--- config.mk ---
export PLATFORM = sky130hd
export DESIGN_NAME = alu_exec_unit_flat
export DESIGN_NICKNAME = d
export VERILOG_FILES = /design/src/rtl/alu_exec_unit_if.sv /design/src/rtl/alu_exec_unit.sv /design/src/flat_wrapper.sv
export SDC_FILE = /design/constraint.sdc
export NUM_CORES = 1
export LEC_CHECK = 0
export ABC_CLOCK_PERIOD_IN_PS = 12200
export CAP_MARGIN = 20
export CORE_ASPECT_RATIO = 0.75
export CORE_MARGIN = 2
export CORE_UTILIZATION = 40
export DETAILED_ROUTE_END_ITERATION = 12
export HOLD_SLACK_MARGIN = 0.02
export PLACE_DENSITY = 0.67
export SYNTH_ARGS = -nofsm -noshare
export SYNTH_HDL_FRONTEND = slang
export SYNTH_SLANG_ARGS = --single-unit
--- constraint.sdc ---
create_clock -name clk_in -period 12.2 [get_ports clk_in]
set_input_delay 2.44 -clock clk_in [delete_from_list [all_inputs] [get_ports clk_in]]
set_output_delay 2.44 -clock clk_in [all_outputs]
set_load 0.03 [all_outputs]
--- src/rtl/alu_exec_unit_if.sv ---
// ---------------------------------------------------------------------------
// alu_exec_unit_if
//   Bundles the two buses of the integer execution unit:
//     * issue bus from the reservation station (start_alu, operands, opcode,
//       destination tag) with back-pressure alu_full;
//     * result bus towards RS/LSB/ROB (alu_ready, tag, result, next PC) with
//       the cdb_grant acceptance strobe.
//   Modports:
//     slave  - the execution unit (consumes issue, produces results)
//     master - the environment (RS + result-bus arbiter)
// ---------------------------------------------------------------------------
`timescale 1ns/1ps

interface alu_exec_unit_if #(
   parameter int ROB_BIT = 4
) ();

   // issue side
   logic               start_alu;
   logic [31:0]        vi;
   logic [31:0]        vj;
   logic [31:0]        imm;
   logic [31:0]        inst_addr;
   logic [2:0]         op;
   logic [6:0]         op_type;
   logic               op_addition;
   logic [ROB_BIT-1:0] alu_rob_entry;
   logic               alu_full;

   // result side
   logic               alu_ready;
   logic               cdb_grant;
   logic [ROB_BIT-1:0] finished_alu_rob_entry;
   logic [31:0]        alu_result;
   logic [31:0]        next_pc;

   modport slave (
      input  start_alu, vi, vj, imm, inst_addr, op, op_type, op_addition,
             alu_rob_entry, cdb_grant,
      output alu_full, alu_ready, finished_alu_rob_entry, alu_result, next_pc
   );

   modport master (
      output start_alu, vi, vj, imm, inst_addr, op, op_type, op_addition,
             alu_rob_entry, cdb_grant,
      input  alu_full, alu_ready, finished_alu_rob_entry, alu_result, next_pc
   );

endinterface

--- src/rtl/alu_exec_unit.sv ---
// ---------------------------------------------------------------------------
// alu_exec_unit
//   RV32I integer execution unit. One instruction per cycle is latched into
//   the execute register E1; its result is computed combinationally and
//   written into a small in-order result queue on the following edge. The
//   queue head is broadcast on the result bus until cdb_grant pops it.
//
//   Ports:
//     clk_in        system clock
//     rst_in        asynchronous, active-low reset
//     rdy_in        CPU ready; low freezes all state
//     rob_clear_up  mispredict flush (highest priority, empties E1 + queue)
//     bus           alu_exec_unit_if.slave (issue bus + result bus)
//
//   Parameters:
//     ROB_BIT       width of ROB tags
//     QUEUE_DEPTH   result queue entries (power of 2, >= 2)
//
//   Build option:
//     ALU_BYPASS_EN - when defined, an E1 result facing an empty queue is
//                     presented on the result bus in the same cycle and is
//                     not enqueued if granted (1-edge latency).
// ---------------------------------------------------------------------------
`timescale 1ns/1ps

module alu_exec_unit #(
   parameter int ROB_BIT     = 4,
   parameter int QUEUE_DEPTH = 4
) (
   input  logic             clk_in,
   input  logic             rst_in,
   input  logic             rdy_in,
   input  logic             rob_clear_up,
   alu_exec_unit_if.slave   bus
);

   localparam int PTR_W = $clog2(QUEUE_DEPTH);

   localparam logic [6:0] OPC_OP     = 7'b0110011;
   localparam logic [6:0] OPC_OP_IMM = 7'b0010011;
   localparam logic [6:0] OPC_LUI    = 7'b0110111;
   localparam logic [6:0] OPC_AUIPC  = 7'b0010111;
   localparam logic [6:0] OPC_BRANCH = 7'b1100011;
   localparam logic [6:0] OPC_JAL    = 7'b1101111;
   localparam logic [6:0] OPC_JALR   = 7'b1100111;

   localparam logic [PTR_W-1:0] PTR_ONE  = PTR_W'(1);
   localparam logic [PTR_W:0]   CNT_ONE  = (PTR_W+1)'(1);
   localparam logic [PTR_W+1:0] FULL_LVL = (PTR_W+2)'(QUEUE_DEPTH);

   typedef struct packed {
      logic [ROB_BIT-1:0] tag;
      logic [31:0]        result;
      logic [31:0]        npc;
   } result_t;

   // ------------------------------------------------------------------
   // State
   // ------------------------------------------------------------------
   logic               e1_v;
   logic [31:0]        e1_vi, e1_vj, e1_imm, e1_pc;
   logic [2:0]         e1_op;
   logic [6:0]         e1_op_type;
   logic               e1_add;
   logic [ROB_BIT-1:0] e1_tag;

   result_t            queue_mem [QUEUE_DEPTH];
   logic [PTR_W-1:0]   head_q, tail_q;
   logic [PTR_W:0]     cnt_q, cnt_next;

   // Last value shown on the result bus; keeps the outputs stable once the
   // queue runs empty.
   result_t            last_q;

   // ------------------------------------------------------------------
   // Execute stage (combinational on E1)
   // ------------------------------------------------------------------
   logic [31:0] pc_plus4, pc_plus_imm, jalr_sum, sra_val;
   logic [4:0]  shamt;
   logic        taken;
   logic [31:0] exec_result, exec_npc;
   result_t     e1_out;

   // NOTE: every always_comb output gets a default first so no path leaves
   // it unassigned, which would otherwise infer a latch.
   always_comb begin
      pc_plus4    = e1_pc + 32'd4;
      pc_plus_imm = e1_pc + e1_imm;
      jalr_sum    = e1_vi + e1_imm;
      shamt       = e1_vj[4:0];
      // Kept as a standalone statement: inside a ?: with unsigned operands
      // the arithmetic shift would silently degrade to a logical one.
      sra_val     = $signed(e1_vi) >>> shamt;
      taken       = 1'b0;
      exec_result = '0;
      exec_npc    = pc_plus4;

      case (e1_op_type)
         OPC_OP, OPC_OP_IMM: begin
            case (e1_op)
               3'b000: begin
                  // only register-register ops subtract; ADDI never does
                  if (e1_op_type == OPC_OP && e1_add) exec_result = e1_vi - e1_vj;
                  else                                exec_result = e1_vi + e1_vj;
               end
               3'b001: exec_result = e1_vi << shamt;
               3'b010: exec_result = {31'b0, $signed(e1_vi) < $signed(e1_vj)};
               3'b011: exec_result = {31'b0, e1_vi < e1_vj};
               3'b100: exec_result = e1_vi ^ e1_vj;
               3'b101: begin
                  if (e1_add) exec_result = sra_val;
                  else        exec_result = e1_vi >> shamt;
               end
               3'b110: exec_result = e1_vi | e1_vj;
               default: exec_result = e1_vi & e1_vj;
            endcase
         end
         OPC_LUI:   exec_result = e1_vj;
         OPC_AUIPC: exec_result = pc_plus_imm;
         OPC_BRANCH: begin
            case (e1_op)
               3'b000:  taken = (e1_vi == e1_vj);
               3'b001:  taken = (e1_vi != e1_vj);
               3'b100:  taken = ($signed(e1_vi) <  $signed(e1_vj));
               3'b101:  taken = ($signed(e1_vi) >= $signed(e1_vj));
               3'b110:  taken = (e1_vi <  e1_vj);
               3'b111:  taken = (e1_vi >= e1_vj);
               default: taken = 1'b0;
            endcase
            exec_result = {31'b0, taken};
            exec_npc    = taken ? pc_plus_imm : pc_plus4;
         end
         OPC_JAL: begin
            exec_result = pc_plus4;
            exec_npc    = pc_plus_imm;
         end
         OPC_JALR: begin
            exec_result = pc_plus4;
            exec_npc    = {jalr_sum[31:1], 1'b0};
         end
         default: begin
            exec_result = '0;
            exec_npc    = pc_plus4;
         end
      endcase
   end

   assign e1_out = '{tag: e1_tag, result: exec_result, npc: exec_npc};

   // ------------------------------------------------------------------
   // Queue control and result-bus view
   // ------------------------------------------------------------------
   logic [PTR_W+1:0] occupancy;
   logic             q_nonempty;
   logic             accept, push, q_pop, bypass_pop;
   logic             out_valid;
   result_t          out_view;

   // E1 counts against capacity: it is guaranteed a queue slot next edge.
   assign occupancy  = {1'b0, cnt_q} + {{(PTR_W+1){1'b0}}, e1_v};
   assign bus.alu_full = (occupancy >= FULL_LVL);
   assign q_nonempty = (cnt_q != '0);
   assign accept     = bus.start_alu && !bus.alu_full;
   assign q_pop      = q_nonempty && bus.cdb_grant;

`ifdef ALU_BYPASS_EN
   assign bypass_pop = !q_nonempty && e1_v && bus.cdb_grant;
   assign out_valid  = q_nonempty || e1_v;
   assign out_view   = q_nonempty ? queue_mem[head_q] : (e1_v ? e1_out : last_q);
`else
   assign bypass_pop = 1'b0;
   assign out_valid  = q_nonempty;
   assign out_view   = q_nonempty ? queue_mem[head_q] : last_q;
`endif

   assign push = e1_v && !bypass_pop;

   always_comb begin
      cnt_next = cnt_q;
      if (push && !q_pop)      cnt_next = cnt_q + CNT_ONE;
      else if (!push && q_pop) cnt_next = cnt_q - CNT_ONE;
   end

   assign bus.alu_ready              = out_valid;
   assign bus.finished_alu_rob_entry = out_view.tag;
   assign bus.alu_result             = out_view.result;
   assign bus.next_pc                = out_view.npc;

   // ------------------------------------------------------------------
   // Control state
   // ------------------------------------------------------------------
   // NOTE: sequential state uses non-blocking assignments so every register
   // samples the pre-edge values, independent of statement order.
   always_ff @(posedge clk_in or negedge rst_in) begin
      if (!rst_in) begin
         e1_v       <= 1'b0;
         e1_vi      <= '0;
         e1_vj      <= '0;
         e1_imm     <= '0;
         e1_pc      <= '0;
         e1_op      <= '0;
         e1_op_type <= '0;
         e1_add     <= 1'b0;
         e1_tag     <= '0;
         head_q     <= '0;
         tail_q     <= '0;
         cnt_q      <= '0;
         last_q     <= '0;
      end else if (rdy_in) begin
         // Whatever is on the bus when it is consumed or flushed becomes
         // the held value for an empty queue.
         if (out_valid && (rob_clear_up || bus.cdb_grant)) last_q <= out_view;

         if (rob_clear_up) begin
            e1_v   <= 1'b0;
            head_q <= '0;
            tail_q <= '0;
            cnt_q  <= '0;
         end else begin
            e1_v <= accept;
            if (accept) begin
               e1_vi      <= bus.vi;
               e1_vj      <= bus.vj;
               e1_imm     <= bus.imm;
               e1_pc      <= bus.inst_addr;
               e1_op      <= bus.op;
               e1_op_type <= bus.op_type;
               e1_add     <= bus.op_addition;
               e1_tag     <= bus.alu_rob_entry;
            end
            if (push)  tail_q <= tail_q + PTR_ONE;
            if (q_pop) head_q <= head_q + PTR_ONE;
            cnt_q <= cnt_next;
         end
      end
   end

   // NOTE: the queue storage has no reset; validity lives entirely in the
   // pointers and count, so stale slot contents are never observed.
   always_ff @(posedge clk_in) begin
      if (rdy_in && !rob_clear_up && push) queue_mem[tail_q] <= e1_out;
   end

endmodule

--- src/flat_wrapper.sv ---
// flat-port wrapper written by rule: the top's interface ports become plain ports
module alu_exec_unit_flat 
#(
   parameter int ROB_BIT     = 4,
   parameter int QUEUE_DEPTH = 4
)
  (clk_in, rst_in, rdy_in, rob_clear_up, bus_start_alu, bus_vi, bus_vj, bus_imm, bus_inst_addr, bus_op, bus_op_type, bus_op_addition, bus_alu_rob_entry, bus_cdb_grant, bus_alu_full, bus_alu_ready, bus_finished_alu_rob_entry, bus_alu_result, bus_next_pc);
  alu_exec_unit_if #(.ROB_BIT(ROB_BIT)) bus_i ();
  input  logic clk_in;
  input  logic rst_in;
  input  logic rdy_in;
  input  logic rob_clear_up;
  input wire logic [$bits(bus_i.start_alu)-1:0] bus_start_alu;
  input wire logic [$bits(bus_i.vi)-1:0] bus_vi;
  input wire logic [$bits(bus_i.vj)-1:0] bus_vj;
  input wire logic [$bits(bus_i.imm)-1:0] bus_imm;
  input wire logic [$bits(bus_i.inst_addr)-1:0] bus_inst_addr;
  input wire logic [$bits(bus_i.op)-1:0] bus_op;
  input wire logic [$bits(bus_i.op_type)-1:0] bus_op_type;
  input wire logic [$bits(bus_i.op_addition)-1:0] bus_op_addition;
  input wire logic [$bits(bus_i.alu_rob_entry)-1:0] bus_alu_rob_entry;
  input wire logic [$bits(bus_i.cdb_grant)-1:0] bus_cdb_grant;
  output wire logic [$bits(bus_i.alu_full)-1:0] bus_alu_full;
  output wire logic [$bits(bus_i.alu_ready)-1:0] bus_alu_ready;
  output wire logic [$bits(bus_i.finished_alu_rob_entry)-1:0] bus_finished_alu_rob_entry;
  output wire logic [$bits(bus_i.alu_result)-1:0] bus_alu_result;
  output wire logic [$bits(bus_i.next_pc)-1:0] bus_next_pc;
  assign bus_i.start_alu = bus_start_alu;
  assign bus_i.vi = bus_vi;
  assign bus_i.vj = bus_vj;
  assign bus_i.imm = bus_imm;
  assign bus_i.inst_addr = bus_inst_addr;
  assign bus_i.op = bus_op;
  assign bus_i.op_type = bus_op_type;
  assign bus_i.op_addition = bus_op_addition;
  assign bus_i.alu_rob_entry = bus_alu_rob_entry;
  assign bus_i.cdb_grant = bus_cdb_grant;
  assign bus_alu_full = bus_i.alu_full;
  assign bus_alu_ready = bus_i.alu_ready;
  assign bus_finished_alu_rob_entry = bus_i.finished_alu_rob_entry;
  assign bus_alu_result = bus_i.alu_result;
  assign bus_next_pc = bus_i.next_pc;
  alu_exec_unit #(.ROB_BIT(ROB_BIT), .QUEUE_DEPTH(QUEUE_DEPTH)) u_core (.clk_in(clk_in), .rst_in(rst_in), .rdy_in(rdy_in), .rob_clear_up(rob_clear_up), .bus(bus_i));
endmodule
==> run metrics, run 1 <==
synthesized instance count 3007; first-pass iteration count of the detailed router 6; # Post-CTS Setup Buffers 0; clock buffer depth 3; Clock Latency Late Sink 0.64 ns; most frequent cell after synthesis edfxtp_1; Synth top area share 0.253; Sink Count 491; cts hold-fix bufs 0; die width 332 um; Power Dens Cells 312 nW/um^2; Fin. Hold Viols 0; global route overflow 0; Finished Layout Cells 4227; remaining antenna violation count 0; Yosys reg bits between 400 and 500; minimum clock period 6.27 ns; first-pass GRT wire length 163 mm; total power approximately 12 mW; post-DP HPWL slightly above 80 mm; LEAKAGE between 10 and 15 nW; Worst Path Arrival 3.83 ns; clock-pin slew on the worst setup and hold paths 0.07 ns; clock skew 0.0404 ns; max-slew violations 0; H-tree levels 2; number of global-route vias before repair around 25000; Setup Viol. Count Final 0; core area 80200 sq um; Initial Util 0.402; die height 250 um; fraction of layout instances using a drive strength above 1 0.160; number of max-cap violations 0; crit path launch type flip-flop; fill cell count around 7400; Main synth FF type edfxtp_1; Mapped Nets roughly 3300; final WL 110 mm; clock tree from TritonCTS done; GPL Wtd Cong 1.03; EDFF count, synth 272; Port Buf Inserts between 200 and 250; largest net degree at the start of global routing 100; maximum VDD drop 0.146 mV; via count 26200; # placed instances 4124; starting DRC count in detailed routing about 3300; hold crit path type reg -> reg; PostCTS Resize Cnt 0; gr usage total 0.258; Critical Path End Type output pin; Final period util 0.514; FFs w/ async S/R, synth 0.446; synthesis-to-layout area growth 14.5%; Slew @ Worst Pin 1.23 ns; register area share after synthesis 0.423; Max Freq 160 MHz; initial antenna violation count 2; fin nets 3440; most area-consuming cells after synthesis edfxtp_1 (25%), dfrtp_1 (17%), mux4_2 (8.3%); outcome finished, final reports clean; vias per cell 6.20; drc violations 0; critical path type reg -> out; Yosys cell types 93; WL per Instance between 20 and 30 um; row count 90; # IOs 219; Syn Std Cell Area 32300 sq um; WP data required a little under 10 ns; commonest cells in the netlist edfxtp_1 (272), nand2_1 (263), o21ai_0 (241), dfrtp_1 (219), mux2_2 (214); worst-path fanout max 37; clk root buf clkbuf_16; Yosys warnings 0; RSZ-0062 raised after global routing no; cell taking the most area after synthesis edfxtp_1; Die ar. 83000 sq um; Syn Area/Cell about 11 sq um; Sum Neg Setup Slack 0 ns; TritonCTS buffer count 49; max_slew headroom 0.179
## sequential cells by signal (all words and copies together), names as in the netlist
register / cells
u_core.e1_add: 1
u_core.e1_vj: 32
u_core.tail_q: 2
u_core.cnt_q: 3
u_core.last_q: 68
u_core.e1_pc: 32
u_core.e1_op: 3
u_core.e1_v: 1
u_core.e1_imm: 32
u_core.head_q: 2
u_core.e1_tag: 4
u_core.queue_mem: 272
u_core.e1_vi: 32
u_core.e1_op_type: 7
## cell families (layout without fill, tap and decap cells)
family	Yosys count	count (layout)	synth area share
other cells	0	5	0
fa+ha+maj	168	168	0.0663
xor+xnor	115	115	0.0312
flops	491	491	0.423
mux	390	390	0.175
buf+inv	318	475	0.0387
compound gates	827	827	0.167
simple gates	698	698	0.0982
## area by class of cell
cell class	instances	area (sq um)	area share
Multi-Input combinational cell	2198	17400	0.471
Inverter	124	465	0.0126
Timing Repair Buffer	259	2490	0.0674
Clock inverter	31	278	0.00752
Clock buffer	61	1300	0.0352
Sequential cell	491	13700	0.370
Antenna cell	5	12.5	0.000339
Tap cell	1058	1320	0.0358
## report_power, final
group / internal (mW) / switching (mW)
Sequential: 2.21 / 0.640
Clock: 0.815 / 0.692
Combinational: 2.86 / 4.32
Total: 5.88 / 5.65
## worst max-delay path, stage by stage, from the launching register on
cell and delay (ns):
dfrtp_4 0.91, buf_4 0.71, mux4_2 0.58, mux2_2 0.31, clkdlybuf4s50_1 0.60
## through the flow
step / hold slack [ns] / instance area [sq um] / utilization / worst slack (ns)
floorplan: 0.472 / 32300 / - / 7.29
global placement: 0.485 / 35300 / 0.440 / 5.87
detailed placement: 0.492 / 35300 / 0.440 / 5.78
CTS: 0.506 / 36900 / 0.460 / 5.80
global route: 0.516 / 36900 / 0.461 / 5.67
finish: 0.503 / 36900 / 0.461 / 5.93
## cell usage in the layout, fill, tap and decap left out, drive strengths merged, types with 12 or more instances in the layout
| master | Yosys | layout |
|---|---|---|
| a211oi | 27 | 27 |
| a21o | 29 | 29 |
| a21oi | 190 | 190 |
| a221oi | 18 | 18 |
| a22o | 29 | 29 |
| a22oi | 24 | 24 |
| a31oi | 27 | 27 |
| and2 | 12 | 12 |
| and3 | 20 | 20 |
| buf | 49 | 38 |
| clkbuf | 145 | 65 |
| clkdlybuf4s50 | 0 | 217 |
| clkinv | 1 | 19 |
| dfrtp | 219 | 219 |
| edfxtp | 272 | 272 |
| ha | 163 | 163 |
| inv | 123 | 130 |
| mux2 | 214 | 214 |
| mux2i | 57 | 57 |
| mux4 | 119 | 119 |
| nand2 | 263 | 263 |
| nand2b | 16 | 16 |
| nand3 | 39 | 39 |
| nand4 | 18 | 18 |
| nor2 | 194 | 194 |
| nor2b | 14 | 14 |
| nor3 | 62 | 62 |
| nor4 | 12 | 12 |
| o211ai | 42 | 42 |
| o21ai | 250 | 250 |
| o21bai | 23 | 23 |
| o221ai | 39 | 39 |
| o31ai | 26 | 26 |
| or3 | 21 | 21 |
| xnor2 | 80 | 80 |
| xor2 | 35 | 35 |
## path summary, 6_finish.rpt
path,start,to,slack [ns],cells after the start
max in group asynchronous,rst_in,u_core.e1_vj[0],8.81,2
setup reg to reg,u_core.e1_vj[2],u_core.queue_mem[2][31],6.54,14
setup / recovery,u_core.head_q[0],bus_next_pc[6],5.93,4
min in group asynchronous,rst_in,u_core.cnt_q[0],1.83,1
hold reg to reg,u_core.last_q[58],u_core.last_q[58],0.50,1
hold / removal,u_core.last_q[58],u_core.last_q[58],0.50,1
## per-layer routing
metal | up-vias | share of wire | track usage
met2 | 1395 | 0.43 | 0.378
li1 | 11600 | - | -
met5 | - | 0 | 0
met4 | 0 | 0.028 | 0.0758
met1 | 13000 | 0.44 | 0.384
met3 | 182 | 0.10 | 0.0524
(Power assumes the default switching activity.)
==> run 2, diff against run 1 <==
--- a/config.mk
+++ b/config.mk
@@ -5,7 +5,7 @@
 export SDC_FILE = /design/constraint.sdc
 export NUM_CORES = 1
 export LEC_CHECK = 0
-export ABC_CLOCK_PERIOD_IN_PS = 12200
+export ABC_CLOCK_PERIOD_IN_PS = 5850
 export CAP_MARGIN = 20
 export CORE_ASPECT_RATIO = 0.75
 export CORE_MARGIN = 2
==> constraint.sdc (replaced) <==
create_clock -name clk_in -period 5.85 [get_ports clk_in]
set_input_delay 1.17 -clock clk_in [delete_from_list [all_inputs] [get_ports clk_in]]
set_output_delay 1.17 -clock clk_in [all_outputs]
set_load 0.03 [all_outputs]
==> run metrics, run 2 (same netlist as run 1, synthesis figures left out) <==
outcome finished, final reports clean; Die ar. 83000 sq um (unchanged); clk root buf clkbuf_16; # IOs 219 (unchanged); Power Dens Cells 664 nW/um^2 (+110%); Sum Neg Setup Slack 0 ns (unchanged); Final period util 0.838; max incr delay on CP 0.89 ns (-0.02 ns); first-pass GRT wire length 165 mm (+1.4%); row count 90 (unchanged); PostCTS Resize Cnt 0 (unchanged); synthesis-to-layout area growth 15.6%; final WL 113 mm (+2.8%); clock buffer depth 3 (unchanged); Clock Latency Late Sink 0.63 ns (about the same); max reg flops 272 (unchanged); die width 332 um (unchanged); Port Buf Inserts 218 (unchanged); maximum VDD drop 0.464 mV (+220%); clock skew 0.0463 ns (+0.00591 ns); global route overflow 0 (unchanged); most frequent cells in the layout edfxtp_1 (272), nand2_1 (263), o21ai_0 (241); via count 26400 (+0.79%); die height 250 um (unchanged); drc violations 0 (unchanged); Initial Util 0.402 (unchanged); critical path's slowest cell a2111oi_0; max_slew headroom 0.241 (+0.0615); remaining antenna violation count 0 (unchanged); Worst Path Arrival 5.27 ns (+1.44 ns); Max Freq 204 MHz; largest registers u_core.queue_mem x272, u_core.last_q x68; core area 80200 sq um (unchanged); post-DP HPWL 84.8 mm (+5.0%); register bank with the most flops u_core.queue_mem; fraction of layout instances using a drive strength above 1 0.164 (+0.00444); crit path launch type flip-flop; minimum clock period 4.90 ns; first-pass iteration count of the detailed router 7 (+1); CP top delay family compound AO/OA/AOI/OAI gates; Sink Count 491 (unchanged); worst-path fanout max 11 (-70%); WP data required 6.22 ns (-3.54 ns); Fin. Hold Viols 0 (unchanged); fin nets 3464 (+0.70%); worst hold margin 0.503 ns (+0.000264 ns); RSZ-0062 raised after global routing no; max-slew violations 0 (unchanged); H-tree levels 2 (unchanged); cts hold-fix bufs 0 (unchanged); clock-pin slew on the worst setup and hold paths 0.06 ns (about the same); starting DRC count in detailed routing 3443 (+4.4%); CP Buf/Inv Count 2 (unchanged); Setup Viol. Count Final 0 (unchanged); vias per cell 6.22 (+0.30%); clock tree from TritonCTS done; WL per Instance 26.6 um (+2.3%); hold crit path type reg -> reg; commonest non-fill, non-tap cell in the layout edfxtp_1; Critical Path End Type flip-flop; LEAKAGE 13.9 nW (+1.4%); gr usage total 0.264 (+0.00519); Slew @ Worst Pin 1.13 ns (-0.103 ns); initial antenna violation count 7 (+5); critical path type reg -> reg; number of global-route vias before repair 24700 (+0.44%); GPL Wtd Cong 1.03 (+0.73%); number of max-cap violations 0 (unchanged); critical-path cell list inv_1 -> ha_1 -> nor3_1 -> a2111oi_0 -> o41ai_1 -> buf_4 -> a31oi_1 -> nor2_1 -> a211oi_1 -> o41ai_1 -> nor2_1 -> xnor2_1 -> o21ai_0; # Post-CTS Setup Buffers 0 (unchanged); TritonCTS buffer count 49 (unchanged); largest net degree at the start of global routing 79 (-21%)
==> run 2: where the power goes <==
part | switching (mW) | internal, mW | leakage [nW] | total (mW)
Sequential | 1.18 | 4.60 | 5.08 | 5.78
Clock | 1.41 | 1.95 | 0.827 | 3.36
Combinational | 9.60 | 6.05 | 8.02 | 15.6
Total | 12.2 | 12.6 | 13.9 | 24.8
==> run 2: final timing paths <==
path                              startpoint                       to  slack, ns  cells after the start
max                          u_core.e1_vi[4]  u_core.queue_mem[2][63]       0.95                     13
min                        u_core.last_q[39]        u_core.last_q[39]       0.50                      1
max reg2reg                  u_core.e1_vi[4]  u_core.queue_mem[2][63]       0.95                     13
min reg2reg                u_core.last_q[39]        u_core.last_q[39]       0.50                      1
max in group asynchronous             rst_in        u_core.last_q[19]       4.01                      2
min in group asynchronous             rst_in              u_core.e1_v       0.56                      1
==> run 2: area by class of cell <==
cell class                      instances  area [sq um]
Antenna cell                            2          5.00
Clock buffer                           67          1400
Clock inverter                         25           315
Fill cell                            7445         42900
Inverter                              124           465
Multi-Input combinational cell       2198         17400
Sequential cell                       491         13700
Tap cell                             1058          1320
Timing Repair Buffer                  283          2730
==> run 2: worst reg2reg max path, delay by kind of cell (launching register included) <==
| family | cells | cell delay (ns) |
|---|---|---|
| and+or+nand+nor | 3 | 0.59 |
| xor gates and xnor gates | 1 | 0.10 |
| AOI/OAI and AO/OA | 6 | 2.50 |
| adders and majority gates | 1 | 0.48 |
| DFF | 1 | 0.68 |
| buffers and inverters | 2 | 0.32 |
==> run 2: routing by layer <==
| layer | global-route usage | up-vias | routed length [um] |
|---|---|---|---|
| met1 | 0.386 | 13100 | 49100 |
| met5 | 0 | - | 0 |
| li1 | - | 11700 | - |
| met4 | 0.0842 | 0 | 3840 |
| met2 | 0.376 | 1492 | 47300 |
| met3 | 0.0720 | 195 | 12700 |
==> run 2: per-stage QoR <==
stage                util  setup slack [ns]  cells  area (sq um)  total power [mW]
floorplan               -              1.60   3007         32300              15.9
global placement    0.444              1.10   4151         35600              21.1
detailed placement  0.444              1.16   4151         35600              21.0
CTS                 0.465              1.14   4243         37300              24.4
global route        0.465             0.647   4246         37300              26.0
finish              0.465             0.946   4248         37300              24.8
